===== src/rtl/axi4_lite_reg_slave_if.sv =====
// AXI4-Lite bus bundle between a register master and axi4_lite_reg_slave.
//   AW: AWADDR[3:0], AWVALID, AWREADY
//   W : WDATA[31:0], WVALID, WREADY
//   B : BRESP[1:0], BVALID, BREADY
//   AR: ARADDR[3:0], ARVALID, ARREADY
//   R : RDATA[31:0], RRESP[1:0], RVALID, RREADY
// The clock and reset are not part of the bundle; they stay plain ports.
interface axi4_lite_reg_slave_if;
    logic [3:0]  AWADDR;
    logic        AWVALID;
    logic        AWREADY;
    logic [31:0] WDATA;
    logic        WVALID;
    logic        WREADY;
    logic [1:0]  BRESP;
    logic        BVALID;
    logic        BREADY;
    logic [3:0]  ARADDR;
    logic        ARVALID;
    logic        ARREADY;
    logic [31:0] RDATA;
    logic [1:0]  RRESP;
    logic        RVALID;
    logic        RREADY;

    modport slave (
        input  AWADDR, AWVALID, WDATA, WVALID, BREADY, ARADDR, ARVALID, RREADY,
        output AWREADY, WREADY, BRESP, BVALID, ARREADY, RDATA, RRESP, RVALID
    );

    modport master (
        output AWADDR, AWVALID, WDATA, WVALID, BREADY, ARADDR, ARVALID, RREADY,
        input  AWREADY, WREADY, BRESP, BVALID, ARREADY, RDATA, RRESP, RVALID
    );
endinterface


===== src/rtl/axi4_lite_reg_slave.sv =====
// AXI4-Lite register responder: four 32-bit registers at byte offsets
// 0x0/0x4/0x8/0xC (address bits [1:0] ignored).
// Ports:
//   ACLK    - clock, all logic on rising edge
//   ARESETn - asynchronous active-low reset
//   axi     - axi4_lite_reg_slave_if.slave bus bundle (AW/W/B/AR/R)
// Parameter:
//   REG_RST - reset value of every register
// Optional build macro AXIL_SLV_WCNT_EN: reg3 becomes a read-only counter of
// committed writes; writes to 0xC answer SLVERR and change nothing.
//
// Write FSM
//   state   | meaning
//   WR_IDLE | collecting AW and W (either order); commit when both present
//   WR_RESP | write committed, BVALID held until BREADY
// Read FSM
//   state   | meaning
//   RD_IDLE | ARREADY high, waiting for an address
//   RD_DATA | RVALID held with captured data until RREADY
module axi4_lite_reg_slave #(
    parameter logic [31:0] REG_RST = 32'h0000_0000
) (
    input  logic                 ACLK,
    input  logic                 ARESETn,
    axi4_lite_reg_slave_if.slave axi
);

    localparam logic [1:0] RESP_OKAY   = 2'b00;
`ifdef AXIL_SLV_WCNT_EN
    localparam logic [1:0] RESP_SLVERR = 2'b10;
    localparam int         NREG        = 3;
`else
    localparam int         NREG        = 4;
`endif

    typedef enum logic {WR_IDLE, WR_RESP} wr_state_e;
    typedef enum logic {RD_IDLE, RD_DATA} rd_state_e;

    wr_state_e wr_state_q, wr_state_d;
    rd_state_e rd_state_q, rd_state_d;

    logic                   aw_full_q, aw_full_d;
    logic                   w_full_q, w_full_d;
    logic [1:0]             aw_idx_q, aw_idx_d;
    logic [31:0]            w_data_q, w_data_d;
    logic                   bvalid_q, bvalid_d;
    logic [1:0]             bresp_q, bresp_d;
    logic [NREG-1:0][31:0]  regs_q, regs_d;
    logic                   rvalid_q, rvalid_d;
    logic [31:0]            rdata_q, rdata_d;
    logic [1:0]             rresp_q, rresp_d;
`ifdef AXIL_SLV_WCNT_EN
    logic [31:0]            wcnt_q, wcnt_d;
`endif

    logic                   aw_hs, w_hs, ar_hs;
    logic [1:0]             commit_idx;
    logic [31:0]            commit_data;
    logic [3:0][31:0]       rd_view;

    // Byte-lane bits are not decoded.
    logic unused_addr_bits;
    assign unused_addr_bits = ^{axi.AWADDR[1:0], axi.ARADDR[1:0]};

    assign axi.AWREADY = ~aw_full_q & ~bvalid_q;
    assign axi.WREADY  = ~w_full_q & ~bvalid_q;
    assign axi.BVALID  = bvalid_q;
    assign axi.BRESP   = bresp_q;
    assign axi.ARREADY = ~rvalid_q;
    assign axi.RVALID  = rvalid_q;
    assign axi.RDATA   = rdata_q;
    assign axi.RRESP   = rresp_q;

    assign aw_hs = axi.AWVALID & ~aw_full_q & ~bvalid_q;
    assign w_hs  = axi.WVALID & ~w_full_q & ~bvalid_q;
    assign ar_hs = axi.ARVALID & ~rvalid_q;

    // A handshake happening this edge takes priority over the held copy, so
    // the commit can use whichever half arrives last without a wait cycle.
    assign commit_idx  = aw_hs ? axi.AWADDR[3:2] : aw_idx_q;
    assign commit_data = w_hs ? axi.WDATA : w_data_q;

`ifdef AXIL_SLV_WCNT_EN
    assign rd_view = {wcnt_q, regs_q};
`else
    assign rd_view = regs_q;
`endif

    // Write path
    always_comb begin
        wr_state_d = wr_state_q;
        aw_full_d  = aw_full_q;
        w_full_d   = w_full_q;
        aw_idx_d   = aw_idx_q;
        w_data_d   = w_data_q;
        bvalid_d   = bvalid_q;
        bresp_d    = bresp_q;
        regs_d     = regs_q;
`ifdef AXIL_SLV_WCNT_EN
        wcnt_d     = wcnt_q;
`endif

        if (aw_hs) begin
            aw_full_d = 1'b1;
            aw_idx_d  = axi.AWADDR[3:2];
        end
        if (w_hs) begin
            w_full_d = 1'b1;
            w_data_d = axi.WDATA;
        end

        unique case (wr_state_q)
            WR_IDLE: begin
                if ((aw_full_q | aw_hs) && (w_full_q | w_hs)) begin
                    bvalid_d   = 1'b1;
                    bresp_d    = RESP_OKAY;
                    wr_state_d = WR_RESP;
`ifdef AXIL_SLV_WCNT_EN
                    if (commit_idx == 2'd3) begin
                        bresp_d = RESP_SLVERR;
                    end else begin
                        regs_d[commit_idx] = commit_data;
                        wcnt_d             = wcnt_q + 32'd1;
                    end
`else
                    regs_d[commit_idx] = commit_data;
`endif
                end
            end
            WR_RESP: begin
                // Flags stay set through the response so no new AW/W is taken.
                if (axi.BREADY) begin
                    bvalid_d   = 1'b0;
                    aw_full_d  = 1'b0;
                    w_full_d   = 1'b0;
                    wr_state_d = WR_IDLE;
                end
            end
            default: wr_state_d = WR_IDLE;
        endcase
    end

    // Read path; rd_view is the pre-edge register state, so a same-edge
    // write to the addressed register returns the old value.
    always_comb begin
        rd_state_d = rd_state_q;
        rvalid_d   = rvalid_q;
        rdata_d    = rdata_q;
        rresp_d    = rresp_q;

        unique case (rd_state_q)
            RD_IDLE: begin
                if (ar_hs) begin
                    rdata_d    = rd_view[axi.ARADDR[3:2]];
                    rresp_d    = RESP_OKAY;
                    rvalid_d   = 1'b1;
                    rd_state_d = RD_DATA;
                end
            end
            RD_DATA: begin
                if (axi.RREADY) begin
                    rvalid_d   = 1'b0;
                    rd_state_d = RD_IDLE;
                end
            end
            default: rd_state_d = RD_IDLE;
        endcase
    end

    always_ff @(posedge ACLK or negedge ARESETn) begin
        if (!ARESETn) begin
            wr_state_q <= WR_IDLE;
            aw_full_q  <= 1'b0;
            w_full_q   <= 1'b0;
            aw_idx_q   <= 2'd0;
            w_data_q   <= 32'd0;
            bvalid_q   <= 1'b0;
            bresp_q    <= RESP_OKAY;
            regs_q     <= {NREG{REG_RST}};
            rd_state_q <= RD_IDLE;
            rvalid_q   <= 1'b0;
            rdata_q    <= 32'd0;
            rresp_q    <= RESP_OKAY;
`ifdef AXIL_SLV_WCNT_EN
            wcnt_q     <= 32'd0;
`endif
        end else begin
            wr_state_q <= wr_state_d;
            aw_full_q  <= aw_full_d;
            w_full_q   <= w_full_d;
            aw_idx_q   <= aw_idx_d;
            w_data_q   <= w_data_d;
            bvalid_q   <= bvalid_d;
            bresp_q    <= bresp_d;
            regs_q     <= regs_d;
            rd_state_q <= rd_state_d;
            rvalid_q   <= rvalid_d;
            rdata_q    <= rdata_d;
            rresp_q    <= rresp_d;
`ifdef AXIL_SLV_WCNT_EN
            wcnt_q     <= wcnt_d;
`endif
        end
    end

endmodule


===== src/flat_wrapper.sv =====
// flat-port wrapper written by rule: the top's interface ports become plain ports
module axi4_lite_reg_slave_flat 
#(
    parameter logic [31:0] REG_RST = 32'h0000_0000
)
  (ACLK, ARESETn, axi_AWADDR, axi_AWVALID, axi_WDATA, axi_WVALID, axi_BREADY, axi_ARADDR, axi_ARVALID, axi_RREADY, axi_AWREADY, axi_WREADY, axi_BRESP, axi_BVALID, axi_ARREADY, axi_RDATA, axi_RRESP, axi_RVALID);
  axi4_lite_reg_slave_if axi_i ();
  input  logic ACLK;
  input  logic ARESETn;
  input wire logic [$bits(axi_i.AWADDR)-1:0] axi_AWADDR;
  input wire logic [$bits(axi_i.AWVALID)-1:0] axi_AWVALID;
  input wire logic [$bits(axi_i.WDATA)-1:0] axi_WDATA;
  input wire logic [$bits(axi_i.WVALID)-1:0] axi_WVALID;
  input wire logic [$bits(axi_i.BREADY)-1:0] axi_BREADY;
  input wire logic [$bits(axi_i.ARADDR)-1:0] axi_ARADDR;
  input wire logic [$bits(axi_i.ARVALID)-1:0] axi_ARVALID;
  input wire logic [$bits(axi_i.RREADY)-1:0] axi_RREADY;
  output wire logic [$bits(axi_i.AWREADY)-1:0] axi_AWREADY;
  output wire logic [$bits(axi_i.WREADY)-1:0] axi_WREADY;
  output wire logic [$bits(axi_i.BRESP)-1:0] axi_BRESP;
  output wire logic [$bits(axi_i.BVALID)-1:0] axi_BVALID;
  output wire logic [$bits(axi_i.ARREADY)-1:0] axi_ARREADY;
  output wire logic [$bits(axi_i.RDATA)-1:0] axi_RDATA;
  output wire logic [$bits(axi_i.RRESP)-1:0] axi_RRESP;
  output wire logic [$bits(axi_i.RVALID)-1:0] axi_RVALID;
  assign axi_i.AWADDR = axi_AWADDR;
  assign axi_i.AWVALID = axi_AWVALID;
  assign axi_i.WDATA = axi_WDATA;
  assign axi_i.WVALID = axi_WVALID;
  assign axi_i.BREADY = axi_BREADY;
  assign axi_i.ARADDR = axi_ARADDR;
  assign axi_i.ARVALID = axi_ARVALID;
  assign axi_i.RREADY = axi_RREADY;
  assign axi_AWREADY = axi_i.AWREADY;
  assign axi_WREADY = axi_i.WREADY;
  assign axi_BRESP = axi_i.BRESP;
  assign axi_BVALID = axi_i.BVALID;
  assign axi_ARREADY = axi_i.ARREADY;
  assign axi_RDATA = axi_i.RDATA;
  assign axi_RRESP = axi_i.RRESP;
  assign axi_RVALID = axi_i.RVALID;
  axi4_lite_reg_slave #(.REG_RST(REG_RST)) u_core (.ACLK(ACLK), .ARESETn(ARESETn), .axi(axi_i));
endmodule

===== config.mk =====
export PLATFORM = sky130hd
export DESIGN_NAME = axi4_lite_reg_slave_flat
export DESIGN_NICKNAME = d
export VERILOG_FILES = /design/src/rtl/axi4_lite_reg_slave_if.sv /design/src/rtl/axi4_lite_reg_slave.sv /design/src/flat_wrapper.sv
export SDC_FILE = /design/constraint.sdc
export NUM_CORES = 1
export LEC_CHECK = 0
export BUFFER_PORTS_ARGS = -buffer_cell sky130_fd_sc_hd__buf_4
export CAP_MARGIN = 40
export CORE_ASPECT_RATIO = 0.7
export CORE_MARGIN = 2
export CORE_UTILIZATION = 35
export CTS_CLUSTER_SIZE = 14
export DETAILED_ROUTE_END_ITERATION = 6
export PLACE_DENSITY = 0.62
export SETUP_SLACK_MARGIN = 0.4
export SLEW_MARGIN = 0
export SYNTH_ARGS = -nofsm -noshare
export SYNTH_HDL_FRONTEND = slang
export SYNTH_SLANG_ARGS = --single-unit

===== constraint.sdc =====
create_clock -name ACLK -period 6.6 [get_ports ACLK]
set_clock_uncertainty 0.2 [all_clocks]
set_input_delay 0.66 -clock ACLK [delete_from_list [all_inputs] [get_ports ACLK]]
set_output_delay 0.66 -clock ACLK [all_outputs]
set_load 0.01 [all_outputs]

======== Word-level counts from Yosys, hierarchy flattened ========
Cells that the tools add are included.
word-level totals
  bits in read-only memories .............. 0
  latch bits .............................. 0
  output and inout port bits .............. 41
  memories kept ........................... 0
  word-level logic and storage cells ...... 66
  RAM bits ................................ 0
  bits in registers ....................... 200
cells by class
  reductions and logical operators ........ 6
  $lt $le $gt $ge ......................... 3
  multiplexer cells ....................... 25
  divide/modulo/power cells ............... 0
  shift-type cells ........................ 0
  multiply operators ...................... 0
  equal/unequal tests ..................... 4
  add/subtract/negate cells ............... 0
  bitwise logic cells ..................... 15
operators by type and width
  cell                                                                           count
  128-bit bitwise mux                                                            1
  32-bit 2-to-1 mux                                                              3
  32-bit binary-select mux with 2-bit select                                     1
  32-bit demux with 2-bit select                                                 1
  1-bit 2-to-1 mux                                                               14
  1-bit one-hot mux with 2 select lines                                          4
  2-bit AND reduction                                                            4
  1-bit bitwise AND                                                              7
  2-bit by 3-bit less-than comparator with 1-bit output (second input constant)  2
  1-bit inverter                                                                 6
  2-bit by 1-bit inequality test with 1-bit output (second input constant)       2
  2-bit inequality test (second input constant)                                  2
  2-bit by 1-bit >= comparator with 1-bit output (second input constant)         1
  1-bit logical AND                                                              2
  2-bit 2-to-1 mux                                                               1
  1-bit OR                                                                       2

======== Longest topological paths before layout ========
Gate-level depths: netlist (run 1).
  word-level depth ........................ 9
  depth in mapped cells ................... 6
  mapped depth without buffers ............ 4

======== Worst setup path after synthesis (run 1) ========
Ideal clock, no wire load.
  path type ............................... input port to flip-flop
  from .................................... input port axi_AWVALID
  to ...................................... register u_core.regs_q, in the netlist u_core.rd_view[10]
  setup time .............................. 125 ps
  buffers on the path ..................... 2
  path slack .............................. 4,130 ps
  cell stages on the path ................. 6
  required time ........................... 6,275 ps
  data arrival time ....................... 2,145 ps
  cell sequence ........................... or3b_1 > buf_2 > or3_4 > a21oi_4 > buf_6 > mux2_2
on the way
  longest elaborated chain between the ends .. 8
  elaborated cells between the ends (all ways) .. 12
  classes of those cells .................. 2 x order compare; 4 x mux; 3 x bitwise; 3 x reduce/logical
RTL lines
  element                                                                                                                                               RTL line                    source
  from (decl)                                                                                                                                           flat_wrapper.sv:11          input wire logic [$bits(axi_i.AWVALID)-1:0] axi_AWVALID;
  1-bit bitwise AND (*) (2 in series)                                                                                                                   axi4_lite_reg_slave.sv:74   assign aw_hs = axi.AWVALID & ~aw_full_q & ~bvalid_q;
  2-bit 2-to-1 mux                                                                                                                                      axi4_lite_reg_slave.sv:80   assign commit_idx = aw_hs ? axi.AWADDR[3:2] : aw_idx_q;
  2-bit by 3-bit less-than comparator with 1-bit output (not written as such) / 2-bit by 1-bit >= comparator with 1-bit output (equally long branches)  axi4_lite_reg_slave.sv:126  regs_d[commit_idx] = commit_data;
  1-bit logical AND (not written as such)                                                                                                               axi4_lite_reg_slave.sv:126
  32-bit 2-to-1 mux (not written as such)                                                                                                               axi4_lite_reg_slave.sv:126
  32-bit demux with 2-bit select                                                                                                                        -
  128-bit bitwise mux                                                                                                                                   axi4_lite_reg_slave.sv:126
  to (signal assigned)                                                                                                                                  axi4_lite_reg_slave.sv:179  regs_q <= {NREG{REG_RST}};
  to (signal assigned)                                                                                                                                  axi4_lite_reg_slave.sv:195  regs_q <= regs_d;
  to (decl)                                                                                                                                             axi4_lite_reg_slave.sv:48   logic [NREG-1:0][31:0] regs_q, regs_d;
Mark *: on every way between the ends. The rest lies on a longest branch, timed or not.
A chain may end at the register's enable or synchronous reset.

======== Worst setup path after layout (run 1) ========
  from .................................... register u_core.bvalid_q (netlist: u_core.axi.BVALID)
  to ...................................... register u_core.regs_q, in the netlist u_core.rd_view[44]
on the way
  longest elaborated chain between the ends .. 8
  elaborated cells between the ends (all ways) .. 15
  classes of those cells .................. 2 x order compare; 5 x mux; 5 x bitwise; 3 x reduce/logical
RTL lines
  element                                                                                                                                               RTL line                                              source
  from (decl)                                                                                                                                           axi4_lite_reg_slave.sv:46                             logic bvalid_q, bvalid_d;
  from (signal assigned)                                                                                                                                axi4_lite_reg_slave.sv:193                            bvalid_q <= bvalid_d;
  1-bit inverter (*)                                                                                                                                    axi4_lite_reg_slave.sv:74, axi4_lite_reg_slave.sv:75
  1-bit bitwise AND                                                                                                                                     axi4_lite_reg_slave.sv:74
  2-bit 2-to-1 mux                                                                                                                                      axi4_lite_reg_slave.sv:80
  2-bit by 3-bit less-than comparator with 1-bit output (not written as such) / 2-bit by 1-bit >= comparator with 1-bit output (equally long branches)  axi4_lite_reg_slave.sv:126
  1-bit logical AND (not written as such)                                                                                                               axi4_lite_reg_slave.sv:126
  32-bit 2-to-1 mux (not written as such)                                                                                                               axi4_lite_reg_slave.sv:126
  32-bit demux with 2-bit select                                                                                                                        -
  128-bit bitwise mux                                                                                                                                   axi4_lite_reg_slave.sv:126
Marks and branches as above.

==> metrics.cfg, run 1 <==
[clock_network]
cts_htree_levels=4
clockRootBuffer=clkbuf_16
numClockSinks=200
worstSkewPairLatency_ns=0.43
clk_pin_slew_worst_paths_ns=0.07
cts_resized=0
cts_buffers=17
cts_max_path_buffers=2
cts_tree=built

[floorplan]
ios=88
die_x_um=188
dieHeight_um=133
core_area_mm2=0.0235
rows=47
die-area_mm2=0.0250
start_util_pct=35.4

[setup_path]
slowest_delay_ns=0.62
cp_num_buf_inv=1
r2r_cells=5
setup.worst_path.end_class=flip-flop
cp.arrival_ns=3.18
worstSetupPathType=reg2reg
cp_max_fo=17
path_cells=nor3b_1, nand3b_1, a21oi_4, buf_4, mux2_2
cp.required_ns=6.72
rr_startpoint=u_core.axi.BVALID$_DFFE_PN0P_
rrSetupSlack_ns=3.54
cp_slowest_cell=nor3b_1
rr_endpoint=u_core.rd_view[44]$_DFFE_PN0P_
cp_top_family=simple AND/OR/NAND/NOR gates
start_kind=flip-flop

[logic_synthesis]
yosysTopAreaCell=dfrtp_1
synth_compound_area_share_pct=0.992
synth_xor_area_share_pct=0
synthTopCellsByArea=dfrtp_1, mux2_2, mux4_2, buf_4, buf_2
synth-adder-area-share_pct=0
synth-simple-area-share_pct=1.77
syn_area_mm2=0.00832
ys_seq_elements=200
synth_area_per_cell_um2=16.8
synth_top_area_share_pct=60.1
synth.distinct_cells=27
synthMuxAreaShare_pct=34.6
synth_cells=495
ys_warn_count=0
yosysSeqAreaShare_pct=60.1
synth_top_family_by_area=multiplexers

[final_layout]
multi_input_area_mm2=0.00316
layout-drive-gt1-share_pct=59.5
n_antenna_cell=0
regArea_mm2=0.00500
fill_cells=2130
final_nets=622
fin_cells=906
area_growth_pct=19.7

[hold_path]
min_from=axi_RREADY
hold_class=in2reg
worstHoldPathCells=2
hold_end=u_core.axi.RVALID$_DFFE_PN0P_

[detailed_routing]
wl_met2_um=8470
firstDrtPassIters=4
vias=4465
met1_length_um=8090
drcViolationCount=0
dr.max_layer_used=met4
ant_nets=0
wirelength_um=17200
met3_length_um=514
drt_iter0_drc=211
vias_per_cell=4.93
wl_per_cell_um=19.0

[timing]
rsz0062_at_grt=no
finalHoldViolCount=0
finalCritPeriodShare_pct=46.4
setup_violations=0
max_freq_ghz=0.326
setup_tns_ns=0
tightestPinTransition_ns=0.695
drv_slew=0
finalWorstPathRequiredPeriod_ns=3.06
max_slew_margin_pct=53.6

[placed_design]
dp_hpwl_um=10800
gp_congestion=0.690
dp_cells=873
port_buffers=79

[power_and_ir_drop]
p_leak_nw=4.44
pwr_density_cell_mw_per_mm2=464
ir_drop_uv=216

[grt]
grt_pass1_wl_um=27900
track_usage_pct=14.6
grt_max_degree=111
overflow=0
antenna_found_initial=0
grt_pass1_vias=4926

[run_status]
status=finished, final reports clean

[job]
cap_violations=0

-- per-stage QoR --
step	setup slack, ns	total power [mW]	hold slack (ns)	util [%]	instance area [µm²]
floorplan	4.13	3.06	0.164	-	8330
global placement	3.32	3.40	0.264	39.1	9210
detailed placement	3.27	3.55	0.276	39.6	9310
CTS	3.54	4.69	0.207	42.4	9960
global route	3.35	4.91	0.210	42.4	9960
finish	3.54	4.63	0.228	42.4	9960
-- final cells by class --
class / instances / share of cell area [%]
multi-input combinational: 264 / 31.7
clock buffer: 19 / 4.55
inverter: 3 / 0.113
tap: 318 / 3.99
clock inverter: 13 / 1.91
timing repair buffer: 89 / 7.52
sequential: 200 / 50.2
-- per-layer routing --
metal | vias to the layer above | GRT usage (%)
li1 | 1960 | -
met1 | 2422 | 19.6
met2 | 72 | 24.1
met3 | 11 | 3.53
met4 | 0 | 3.52
met5 | - | 0
-- power by group --
group	internal, mW	total [mW]	leakage [nW]	switching [mW]
clock network	0.660	1.13	0.314	0.471
logic	0.850	1.44	1.64	0.589
registers	1.79	2.06	2.49	0.267
total	3.30	4.63	4.44	1.33
-- logic make-up (layout without fill, tap and decap cells) --
logic type,count (synthesis),after routing
other cells,1,4
buf+inv,34,124
simple gates,26,26
mux,224,224
flops,200,200
compound gates,10,10
-- repair_timing --
item                                   4_1_cts  5_1_grt
buffers inserted                             0        0
endpoints found under the hold margin        6        0
hold buffers                                 1        0
-- synthesized netlist by cell type, drive strengths merged --
cell / number
and2: 1
a21oi: 3
inv: 3
or3b: 1
nand3: 2
and2b: 2
a21o: 2
nand2: 9
o21a: 2
nor2: 3
o22ai: 1
mux4: 32
o21ai: 1
buf: 23
dfrtp: 200
o221ai: 1
conb: 1
or3: 2
mux2: 192
clkbuf: 8
nor3b: 2
nand3b: 4
-- placed cells by master, fill, tap and decap left out, types with 4 or more instances in the layout --
master,n
conb_1,4
nand2_1,9
dfrtp_1,200
nand3b_1,4
mux4_2,32
bufinv_16,4
buf_4,83
clkbuf_16,17
mux2_2,190
-- how the worst max path moves through the flow --
stage | startpoint | end | slack, ns | depth (start not counted)
after detailed placement | axi_AWVALID | u_core.rd_view[44]$_DFFE_PN0P_ | 3.27 | 6
after floorplan | axi_AWVALID | u_core.rd_view[10]$_DFFE_PN0P_ | 4.13 | 6
final | u_core.axi.BVALID$_DFFE_PN0P_ | u_core.rd_view[44]$_DFFE_PN0P_ | 3.54 | 5
after global routing | u_core.axi.BVALID$_DFFE_PN0P_ | u_core.rd_view[40]$_DFFE_PN0P_ | 3.35 | 5
after CTS | u_core.axi.BVALID$_DFFE_PN0P_ | u_core.rd_view[5]$_DFFE_PN0P_ | 3.54 | 5
after global placement | axi_AWVALID | u_core.rd_view[18]$_DFFE_PN0P_ | 3.32 | 6
-- flip-flops by register name, indices dropped and copies added (netlist names), 2 cells and up --
signal / flops
u_core.w_data_q: 32
u_core.axi.RDATA: 32
u_core.aw_idx_q: 2
u_core.rd_view: 128
(Power assumes the default switching activity.)
==> inputs of run 2 (changes only) <==
Settings changed: ABC_AREA set to 1, PLACE_DENSITY 0.62 to 0.64.
Clock period 6.6 ns to 2.75 ns, I/O delays scaled along.
==> metrics.cfg, run 2 <==
[run_status]
status=finished, final reports clean

[timing]
tightestPinTransition_ns=0.730
setup_tns_ns=0
max_slew_margin_pct=51.3
final_critical_path_setup_slack_ns=0.602
finalCritPeriodShare_pct=78.1
rsz0062_at_grt=no
drv_slew=0
max_freq_ghz=0.466
finalWorstPathRequiredPeriod_ns=2.15
setup_violations=0
finalHoldViolCount=0

[placed_design]
dp_slack_ns=0.513
dp_hpwl_um=13300
gp_congestion=0.730
port_buffers=79
dp_cells=1443

[logic_synthesis]
synth_top_area_share_pct=55.9
synthTopCellsByArea=dfrtp_1, nand2_1, nand3_1, o21ai_0, nor2_1
yosys_most_used_dff=dfrtp_1
synth_area_per_cell_um2=8.20
ys_async_sr_fraction_pct=100
yosysSeqAreaShare_pct=55.9
ys_warn_count=0
synth.distinct_cells=22
synth_most_common_cell=nand2_1
synth-edff-count=0
ys_seq_elements=200
yosysTopAreaCell=dfrtp_1
syn_area_mm2=0.00896
synth_common_cells=nand2_1, dfrtp_1, nand3_1
synth_cells=1092

[detailed_routing]
drt_iter0_drc=744
vias=7376
wirelength_um=23600
ant_nets=0
firstDrtPassIters=5
drcViolationCount=0
wl_per_cell_um=15.7
vias_per_cell=4.90

[setup_path]
cp_top_family=buffers and inverters
cp.arrival_ns=2.32
start_kind=input pin
path_cells=dlygate4sd3_1, buf_4, inv_1, o21bai_2, nand2_1, nor2_4, buf_4, nand3_1, nand2_1
rr_startpoint=u_core.axi.BVALID$_DFFE_PN0P_
slowest_delay_ns=0.61
startpoint=axi_WVALID
cp_max_fo=68
setup.worst_path.end_class=flip-flop
cp_num_buf_inv=4
cp.required_ns=2.92
cp_slowest_cell=buf_4
worstSetupPathType=in2reg
rrSetupSlack_ns=0.60
r2r_cells=7
rr_endpoint=u_core.rd_view[62]$_DFFE_PN0P_

[final_layout]
area_growth_pct=18.3
fill_cells=2461
n_antenna_cell=0
layout-drive-gt1-share_pct=12.4
regArea_mm2=0.00500
final_util_pct=42.5
largest_reg_flops=128
mostFrequentLayoutCells=nand2_1, dfrtp_1, nand3_1, nor2_1, buf_4
final_nets=1215
multi_input_area_mm2=0.00345
fin_cells=1506
final_common_cell=nand2_1

[clock_network]
cts_htree_levels=4
cts_tree=built
cts_max_path_buffers=2
cts_buffers=17
worstSkewPairLatency_ns=0.44
clk_pin_slew_worst_paths_ns=0.07
numClockSinks=200
clockRootBuffer=clkbuf_16
post_cts_buffers=0

[floorplan]
rows=48
ios=88
core_area_mm2=0.0249
die_x_um=195
dieHeight_um=138
start_util_pct=35.9
die-area_mm2=0.0269

[power_and_ir_drop]
pwr_density_cell_mw_per_mm2=1100
p_sw_mw=4.68
switching_share_pct=40.3
ir_drop_uv=702
comb_power_share_pct=37.1
total_power_mw=11.6
power_frac_seq_pct=42.0
clkPwrFrac_pct=20.9
p_leak_nw=5.54
p_int_mw=6.94

[hold_path]
min_from=axi_WDATA[0]
hold_end=u_core.w_data_q[0]$_DFF_PN0_
worstHoldPathCells=3
hold_class=in2reg

[grt]
grt_max_degree=73
grt_pass1_wl_um=39500
antenna_found_initial=0
track_usage_pct=18.6
grt_pass1_vias=7391
overflow=0

[job]
cap_violations=0

run 2: cell count changes after synthesis, sizes merged, moves of 33 or more:
cell and change:
buf +33, mux2 -192, nand3 +133, o21ai +98, nor2 +102, nand2 +451
run 2: kinds of logic (layout without fill, tap and decap cells):
family / Yosys count / after routing / synth area share [%]
other cells: 1 / 4 / 0.0419
buf+inv: 87 / 173 / 5.91
simple gates: 702 / 702 / 32.4
compound gates: 102 / 102 / 5.84
flops: 200 / 200 / 55.9
run 2: worst max path at each step:
stage	end	slack, ns	cells past startpoint
finish	u_core.rd_view[75]$_DFFE_PN0P_	0.60	9
global route	u_core.rd_view[38]$_DFFE_PN0P_	0.45	6
CTS	u_core.rd_view[19]$_DFFE_PN0P_	0.51	6
detailed placement	u_core.rd_view[19]$_DFFE_PN0P_	0.51	6
global placement	u_core.rd_view[113]$_DFFE_PN0P_	0.49	6
floorplan	u_core.rd_view[100]$_DFFE_PN0P_	1.09	8
run 2: worst reg2reg max path: stages (launching register included):
cell     delay, ns
dfrtp_1       0.45
nor2_1        0.17
nand2_1       0.11
inv_2         0.50
nand2_1       0.23
nand2_1       0.22
nand3_1       0.10
nand2_1       0.10
run 2: power by group through the flow:
stage | sequential (mW) | combinational (mW) | clock, mW
2_1_floorplan | 4.87 | 3.05 | 0
3_3_place_gp | 4.87 | 4.19 | 0
3_5_place_dp | 4.91 | 4.29 | 0
4_1_cts | 4.87 | 4.34 | 2.47
5_1_grt | 5.03 | 4.92 | 2.61
6_report | 4.88 | 4.32 | 2.42
run 2: layer usage:
metal	routed length [µm]	vias to the layer above	GRT usage [%]
li1	-	3611	-
met1	11500	3541	26.4
met2	10800	212	29.6
met3	1180	12	3.70
met4	138	0	4.24
met5	0	-	0
run 2: cell type report:
type	count	area share [%]
repair buffers	128	10.6
well taps	325	3.84
clock inverters	11	0.933
clock buffers	21	4.35
multi-input cells	808	32.6
flip-flops and latches	200	47.2
inverters	13	0.461
run 2: stage by stage:
stage	area, µm²	hold WS (ns)
2_1_floorplan	8970	-0.221
3_3_place_gp	9690	0.125
3_5_place_dp	9720	0.128
4_1_cts	10600	0.000110
5_1_grt	10600	0.00481
6_report	10600	0.0126
run 2: repair_timing:
item                                   CTS  global route
setup endpoints to repair                0            16
gates resized for setup                  0             1
hold buffers                            31             0
endpoints found under the hold margin  100             0
